**src/rtl/qr_pkg.sv**
```systemverilog
// Shared fixed-point definitions for the QR decomposition / recomposition blocks.
// Latency: n/a (types, constants, helpers only).
// Backpressure: n/a.
package qr_pkg;

    localparam int ELEM_W = 16;
    localparam int FRAC   = 8;
    localparam int N      = 4;
    localparam int ROW_W  = N * ELEM_W;
    localparam int ACC_W  = 2 * ELEM_W + 2;

    localparam logic signed [ACC_W-1:0] SAT_MAX    = ACC_W'((1 << (ELEM_W - 1)) - 1);
    localparam logic signed [ACC_W-1:0] SAT_MIN    = ~SAT_MAX;
    localparam logic signed [ACC_W-1:0] ROUND_BIAS = ACC_W'(1 << (FRAC - 1));

    typedef enum logic {
        ST_IDLE,
        ST_MAC
    } qr_state_t;

    // Column 0 lives in the MSBs of a packed row.
    function automatic logic signed [ELEM_W-1:0] get_elem(input logic [ROW_W-1:0] row,
                                                          input logic [1:0]       col);
        return row[ROW_W - 1 - ELEM_W * int'(col) -: ELEM_W];
    endfunction

endpackage

```
**src/rtl/qr_recompose_if.sv**
```systemverilog
// Request/result bundle between a matrix producer and qr_recompose.
// Latency: n/a (wiring only).
// Backpressure: none; start is a one-cycle request, busy/done report progress.
interface qr_recompose_if;
    import qr_pkg::*;

    logic             start;
    logic [ROW_W-1:0] q0, q1, q2, q3;
    logic [ROW_W-1:0] r0, r1, r2, r3;
    logic [ROW_W-1:0] a0, a1, a2, a3;
    logic             busy;
    logic             done;

    modport master (
        output start, q0, q1, q2, q3, r0, r1, r2, r3,
        input  a0, a1, a2, a3, busy, done
    );

    modport slave (
        input  start, q0, q1, q2, q3, r0, r1, r2, r3,
        output a0, a1, a2, a3, busy, done
    );

endinterface

```
**src/rtl/qr_mac_sat.sv**
```systemverilog
// Signed multiply, load-or-accumulate, then round-half-up and saturate to one element.
// Latency: combinational.
// Backpressure: none.
module qr_mac_sat
    import qr_pkg::*;
(
    input  logic signed [ELEM_W-1:0] q_elem,
    input  logic signed [ELEM_W-1:0] r_elem,
    input  logic signed [ACC_W-1:0]  acc_in,
    input  logic                     load,
    output logic signed [ACC_W-1:0]  sum,
    output logic signed [ELEM_W-1:0] elem
);

    logic signed [2*ELEM_W-1:0] prod;
    logic signed [ACC_W-1:0]    prod_ext;
    logic signed [ACC_W-1:0]    rounded;

    assign prod     = q_elem * r_elem;
    assign prod_ext = {{(ACC_W - 2*ELEM_W){prod[2*ELEM_W-1]}}, prod};
    assign sum      = load ? prod_ext : acc_in + prod_ext;
    // Four full products plus the bias still fit ACC_W, so the add cannot wrap.
    assign rounded  = (sum + ROUND_BIAS) >>> FRAC;

    always_comb begin
        elem = rounded[ELEM_W-1:0];
        if (rounded > SAT_MAX) begin
            elem = SAT_MAX[ELEM_W-1:0];
        end else if (rounded < SAT_MIN) begin
            elem = SAT_MIN[ELEM_W-1:0];
        end
    end

endmodule

```
**src/rtl/qr_recompose.sv**
```systemverilog
// Rebuilds A = Q*R (4x4 fixed point) with one shared MAC walking i, j, k (k fastest).
// Latency: 65 cycles from the start cycle to the done pulse; busy for 64 cycles.
// Backpressure: none; start while busy is dropped, start on the done cycle is accepted.
module qr_recompose
    import qr_pkg::*;
(
    input  logic           clk,
    input  logic           reset,
    qr_recompose_if.slave  bus
);

    qr_state_t               state;
    logic [ROW_W-1:0]        qreg [N];
    logic [ROW_W-1:0]        rreg [N];
    logic [ROW_W-1:0]        areg [N];
    logic [1:0]              i, j, k;
    logic signed [ACC_W-1:0] acc;
    logic                    busy_r;
    logic                    done_r;

    logic signed [ACC_W-1:0]  mac_sum;
    logic signed [ELEM_W-1:0] mac_elem;

    qr_mac_sat u_mac (
        .q_elem (get_elem(qreg[i], k)),
        .r_elem (get_elem(rreg[k], j)),
        .acc_in (acc),
        .load   (k == 2'd0),
        .sum    (mac_sum),
        .elem   (mac_elem)
    );

    assign bus.a0   = areg[0];
    assign bus.a1   = areg[1];
    assign bus.a2   = areg[2];
    assign bus.a3   = areg[3];
    assign bus.busy = busy_r;
    assign bus.done = done_r;

    always_ff @(posedge clk or negedge reset) begin
        if (!reset) begin
            state  <= ST_IDLE;
            busy_r <= 1'b0;
            done_r <= 1'b0;
            i      <= '0;
            j      <= '0;
            k      <= '0;
            acc    <= '0;
            for (int n = 0; n < N; n++) begin
                qreg[n] <= '0;
                rreg[n] <= '0;
                areg[n] <= '0;
            end
        end else begin
            done_r <= 1'b0;
            case (state)
                ST_IDLE: begin
                    if (bus.start) begin
                        qreg[0] <= bus.q0;
                        qreg[1] <= bus.q1;
                        qreg[2] <= bus.q2;
                        qreg[3] <= bus.q3;
                        rreg[0] <= bus.r0;
                        rreg[1] <= bus.r1;
                        rreg[2] <= bus.r2;
                        rreg[3] <= bus.r3;
                        i       <= '0;
                        j       <= '0;
                        k       <= '0;
                        busy_r  <= 1'b1;
                        state   <= ST_MAC;
                    end
                end
                ST_MAC: begin
                    acc <= mac_sum;
                    k   <= k + 2'd1;
                    if (k == 2'd3) begin
                        areg[i][ROW_W - 1 - ELEM_W * int'(j) -: ELEM_W] <= mac_elem;
                        j <= j + 2'd1;
                        if (j == 2'd3) begin
                            i <= i + 2'd1;
                            if (i == 2'd3) begin
                                busy_r <= 1'b0;
                                done_r <= 1'b1;
                                state  <= ST_IDLE;
                            end
                        end
                    end
                end
                default: state <= ST_IDLE;
            endcase
        end
    end

endmodule

```
**src/flat_wrapper.sv**
```systemverilog
// flat-port wrapper written by rule: the top's interface ports become plain ports
module qr_recompose_flat import qr_pkg::*;
  (clk, reset, bus_start, bus_q0, bus_q1, bus_q2, bus_q3, bus_r0, bus_r1, bus_r2, bus_r3, bus_a0, bus_a1, bus_a2, bus_a3, bus_busy, bus_done);
  qr_recompose_if bus_i ();
  input  logic clk;
  input  logic reset;
  input wire logic [$bits(bus_i.start)-1:0] bus_start;
  input wire logic [$bits(bus_i.q0)-1:0] bus_q0;
  input wire logic [$bits(bus_i.q1)-1:0] bus_q1;
  input wire logic [$bits(bus_i.q2)-1:0] bus_q2;
  input wire logic [$bits(bus_i.q3)-1:0] bus_q3;
  input wire logic [$bits(bus_i.r0)-1:0] bus_r0;
  input wire logic [$bits(bus_i.r1)-1:0] bus_r1;
  input wire logic [$bits(bus_i.r2)-1:0] bus_r2;
  input wire logic [$bits(bus_i.r3)-1:0] bus_r3;
  output wire logic [$bits(bus_i.a0)-1:0] bus_a0;
  output wire logic [$bits(bus_i.a1)-1:0] bus_a1;
  output wire logic [$bits(bus_i.a2)-1:0] bus_a2;
  output wire logic [$bits(bus_i.a3)-1:0] bus_a3;
  output wire logic [$bits(bus_i.busy)-1:0] bus_busy;
  output wire logic [$bits(bus_i.done)-1:0] bus_done;
  assign bus_i.start = bus_start;
  assign bus_i.q0 = bus_q0;
  assign bus_i.q1 = bus_q1;
  assign bus_i.q2 = bus_q2;
  assign bus_i.q3 = bus_q3;
  assign bus_i.r0 = bus_r0;
  assign bus_i.r1 = bus_r1;
  assign bus_i.r2 = bus_r2;
  assign bus_i.r3 = bus_r3;
  assign bus_a0 = bus_i.a0;
  assign bus_a1 = bus_i.a1;
  assign bus_a2 = bus_i.a2;
  assign bus_a3 = bus_i.a3;
  assign bus_busy = bus_i.busy;
  assign bus_done = bus_i.done;
  qr_recompose u_core (.clk(clk), .reset(reset), .bus(bus_i));
endmodule
```
**config.mk**
```make
export PLATFORM = sky130hd
export DESIGN_NAME = qr_recompose_flat
export DESIGN_NICKNAME = d
export VERILOG_FILES = /design/src/rtl/qr_pkg.sv /design/src/rtl/qr_recompose_if.sv /design/src/rtl/qr_mac_sat.sv /design/src/rtl/qr_recompose.sv /design/src/flat_wrapper.sv
export SDC_FILE = /design/constraint.sdc
export NUM_CORES = 2
export LEC_CHECK = 0
export CELL_PAD_IN_SITES_DETAIL_PLACEMENT = 0
export CELL_PAD_IN_SITES_GLOBAL_PLACEMENT = 1
export CORE_UTILIZATION = 47
export DETAILED_ROUTE_END_ITERATION = 12
export GPL_ROUTABILITY_DRIVEN = 1
export PLACE_DENSITY = 0.95
export SYNTH_ARGS = -nofsm -noshare
export SYNTH_HDL_FRONTEND = slang
export SYNTH_SLANG_ARGS = --single-unit
```
**constraint.sdc**
```tcl
create_clock -name clk -period 17.45 [get_ports clk]
set_input_delay 2.6175 -clock clk [delete_from_list [all_inputs] [get_ports clk]]
set_output_delay 2.6175 -clock clk [all_outputs]
set_load 0.02 [all_outputs]
```
==> results.cfg <==
[global_routing]
grt_max_degree = 201
grt_overflow = 0
grt_use_total_pct = 30.29
grt_pass1_vias = 36630
grt_pass1_wl_um = 232600
antenna_found_initial = 54

[setup_path]
setup.worst_path.start = u_core.i[0]$_DFFE_PN0P_
worst_path_largest_cell_delay_ns = 1.04
r2r_cells = 34
critPathKind = flop to flop
worst_ep_arrival_time_ns = 14.57
cp-end-kind = flop
cpLargestDelayFamily = compound AO/OA/AOI/OAI gates
rr_endpoint = u_core.bus.a3[3]$_DFFE_PN0P_
required_ns = 17.94
crit_top_cell = fa_1
cpMaxStageDelayCell = nor2_1
reg2reg_from = u_core.i[0]$_DFFE_PN0P_
worstPathBufferInverterCount = 5
cp_max_fo = 38
start_kind = flop
r2r_slack_ns = 3.37

[cts]
clockBufferDepth = 3
cts_hold_buf = 0
htree_levels = 3
clock_latency_ns = 0.68
cts_tree = built
cts_buffers = 86
cts.clk_slew.worst_paths_ns = 0.06
cts.sinks = 811
post_cts_resize_count = 0
post_cts_buffers = 0
root_buffer = clkbuf_16

[routing]
first_iter_violations = 3291
wl_per_cell_um = 25.34
dr_total_vias = 35820
antenna_left = 0
routed_wl_um = 155300
drc = 0
dr.pass1.iters = 5
vias_per_cell = 5.845

[final_layout]
final_util_pct = 59.28
syn2layout_area_growth_pct = 25.01
multiInputGateArea_um2 = 25050
layout.nets = 5635
seqCellArea_um2 = 20310
fin_cells = 6128
layout_common_cells = dfrtp_1, clkdlybuf4s50_1, mux2_2
num-fill-cells = 7947
drive_above_1_share_pct = 18.81
mostFrequentLayoutCell = dfrtp_1

[sta]
finalHoldViolations = 0
whs_ns = 0.4784
max_freq_mhz = 71.03
tightest_slew_ns = 1.222
setup_viol = 0
rsz0062_at_grt = no
drv_slew = 0
finalCritPeriodShare_pct = 80.68
post-route-min-period_ns = 14.08
finalClockSkew_ns = 0.05305
fin_tns_setup_ns = 0
max_slew_margin_pct = 18.53

[synth]
syn_area_per_cell_um2 = 11.75
syn_inst = 4041
ys_warn_count = 0
synth_enable_flop_cells = 0
ys_ff_latch = 811
ys_seq_area_share_pct = 42.73
synth_top_flop_cell = dfrtp_1
yosysUniqueCellTypes = 87
syn_area_um2 = 47490
synthArstFlopShare_pct = 100.0
syn-num-nets = 4947

[floorplanning]
initial_core_util_pct = 47.42
rows = 116
coreArea_um2 = 100100
die_w_um = 319.9
io_pins = 773
die-area_um2 = 102300
dieHeight_um = 319.9

[place]
dp_hpwl_um = 117700
gp_congestion = 0.9420
place_inst = 5939
io_buffers = 772

[hold_path]
hp-start = u_core.bus.a1[6]$_DFFE_PN0P_
holdPathEnd = u_core.bus.a1[6]$_DFFE_PN0P_
hold_depth = 2
hold_class = flop to flop

[run_status]
status = completed

[flow_run]
maxCapViolCount = 0
## worst register-to-register path, delay by kind of cell (launching register included)
family | cells | cell delay, ns
AOI/OAI and AO/OA | 9 | 4.22
adders and majority gates | 8 | 3.83
and+or+nand+nor | 9 | 2.71
buffers and inverters | 5 | 1.22
DFF | 1 | 0.92
muxes | 1 | 0.59
xor gates and xnor gates | 2 | 0.40
## per-stage QoR
stage                     setup slack [ns]  instance area, um2
after floorplan                      5.551               47490
after global placement               3.867               56390
after detailed placement             3.509               56390
after CTS                            3.426               59270
after global routing                 2.405               59360
final                                3.372               59370
## layer usage
layer / vias up / track usage (%) / part of all wire, %
li1: 15390 / - / -
met1: 18240 / 38.20 / 38
met2: 1747 / 48.80 / 48
met3: 416 / 6.712 / 8.2
met4: 24 / 16.23 / 5.5
met5: - / 0 / 0.10
## layout make-up
type	count	share of cell area, %
timing repair buffer	813	13.63
sequential	811	34.21
clock inverter	20	0.5206
multi-input combinational	2665	42.19
clock buffer	130	4.325
inverter	352	2.226
antenna	39	0.1644
tap	1298	2.736
## logic make-up (layout without fill, tap and decap cells)
| group | count (synthesis) | in the layout | synth area share (%) |
|---|---|---|---|
| flops | 811 | 811 | 42.73 |
| xor+xnor | 56 | 56 | 1.033 |
| compound gates | 617 | 617 | 8.592 |
| simple gates | 903 | 903 | 8.708 |
| other cells | 0 | 39 | 0 |
| buf+inv | 565 | 1315 | 4.540 |
| fa+ha+maj | 391 | 391 | 14.46 |
| mux | 698 | 698 | 19.93 |
## sequential cells by signal, indices dropped and copies added, names as in the netlist
register / count
u_core.bus.a3: 64
u_core.bus.busy: 1
u_core.rreg: 256
u_core.bus.done: 1
u_core.bus.a1: 64
u_core.i: 2
u_core.acc: 34
u_core.bus.a0: 64
u_core.bus.a2: 64
u_core.j: 2
u_core.qreg: 256
u_core.state: 1
u_core.k: 2
## synthesized netlist by cell type (17+ instances only)
| cell | n | area share, % |
|---|---|---|
| xor2_1 | 21 | 0.39 |
| nor2b_1 | 41 | 0.54 |
| nor2_1 | 223 | 1.8 |
| a22o_1 | 83 | 1.5 |
| inv_1 | 349 | 2.8 |
| nand2_1 | 382 | 3.0 |
| fa_1 | 263 | 11 |
| nand2b_1 | 37 | 0.49 |
| buf_1 | 25 | 0.20 |
| mux4_2 | 144 | 6.8 |
| ha_1 | 128 | 3.4 |
| dfrtp_1 | 811 | 43 |
| xnor2_1 | 35 | 0.65 |
| and3_1 | 23 | 0.30 |
| nor3_1 | 26 | 0.27 |
| mux2_2 | 542 | 13 |
| o21ai_1 | 25 | 0.26 |
| o21a_1 | 17 | 0.27 |
| a21o_1 | 32 | 0.51 |
| nand3_1 | 63 | 0.66 |
| and2_1 | 28 | 0.37 |
| a211oi_1 | 18 | 0.28 |
| a21oi_1 | 115 | 1.2 |
| clkbuf_1 | 167 | 1.3 |
| o21ai_0 | 207 | 2.2 |
| o211ai_1 | 20 | 0.32 |
## worst max-delay path by stage
stage	endpoint	cells after the start
floorplan	u_core.bus.a3[29]$_DFFE_PN0P_	42
global placement	u_core.bus.a2[49]$_DFFE_PN0P_	35
detailed placement	u_core.bus.a3[3]$_DFFE_PN0P_	34
CTS	u_core.bus.a3[3]$_DFFE_PN0P_	34
global route	u_core.bus.a3[3]$_DFFE_PN0P_	35
finish	u_core.bus.a3[3]$_DFFE_PN0P_	34
Power is left out: the tool's default activity adds up to more than one toggle a clock period on the data nets, which glitch-free logic cannot reach.
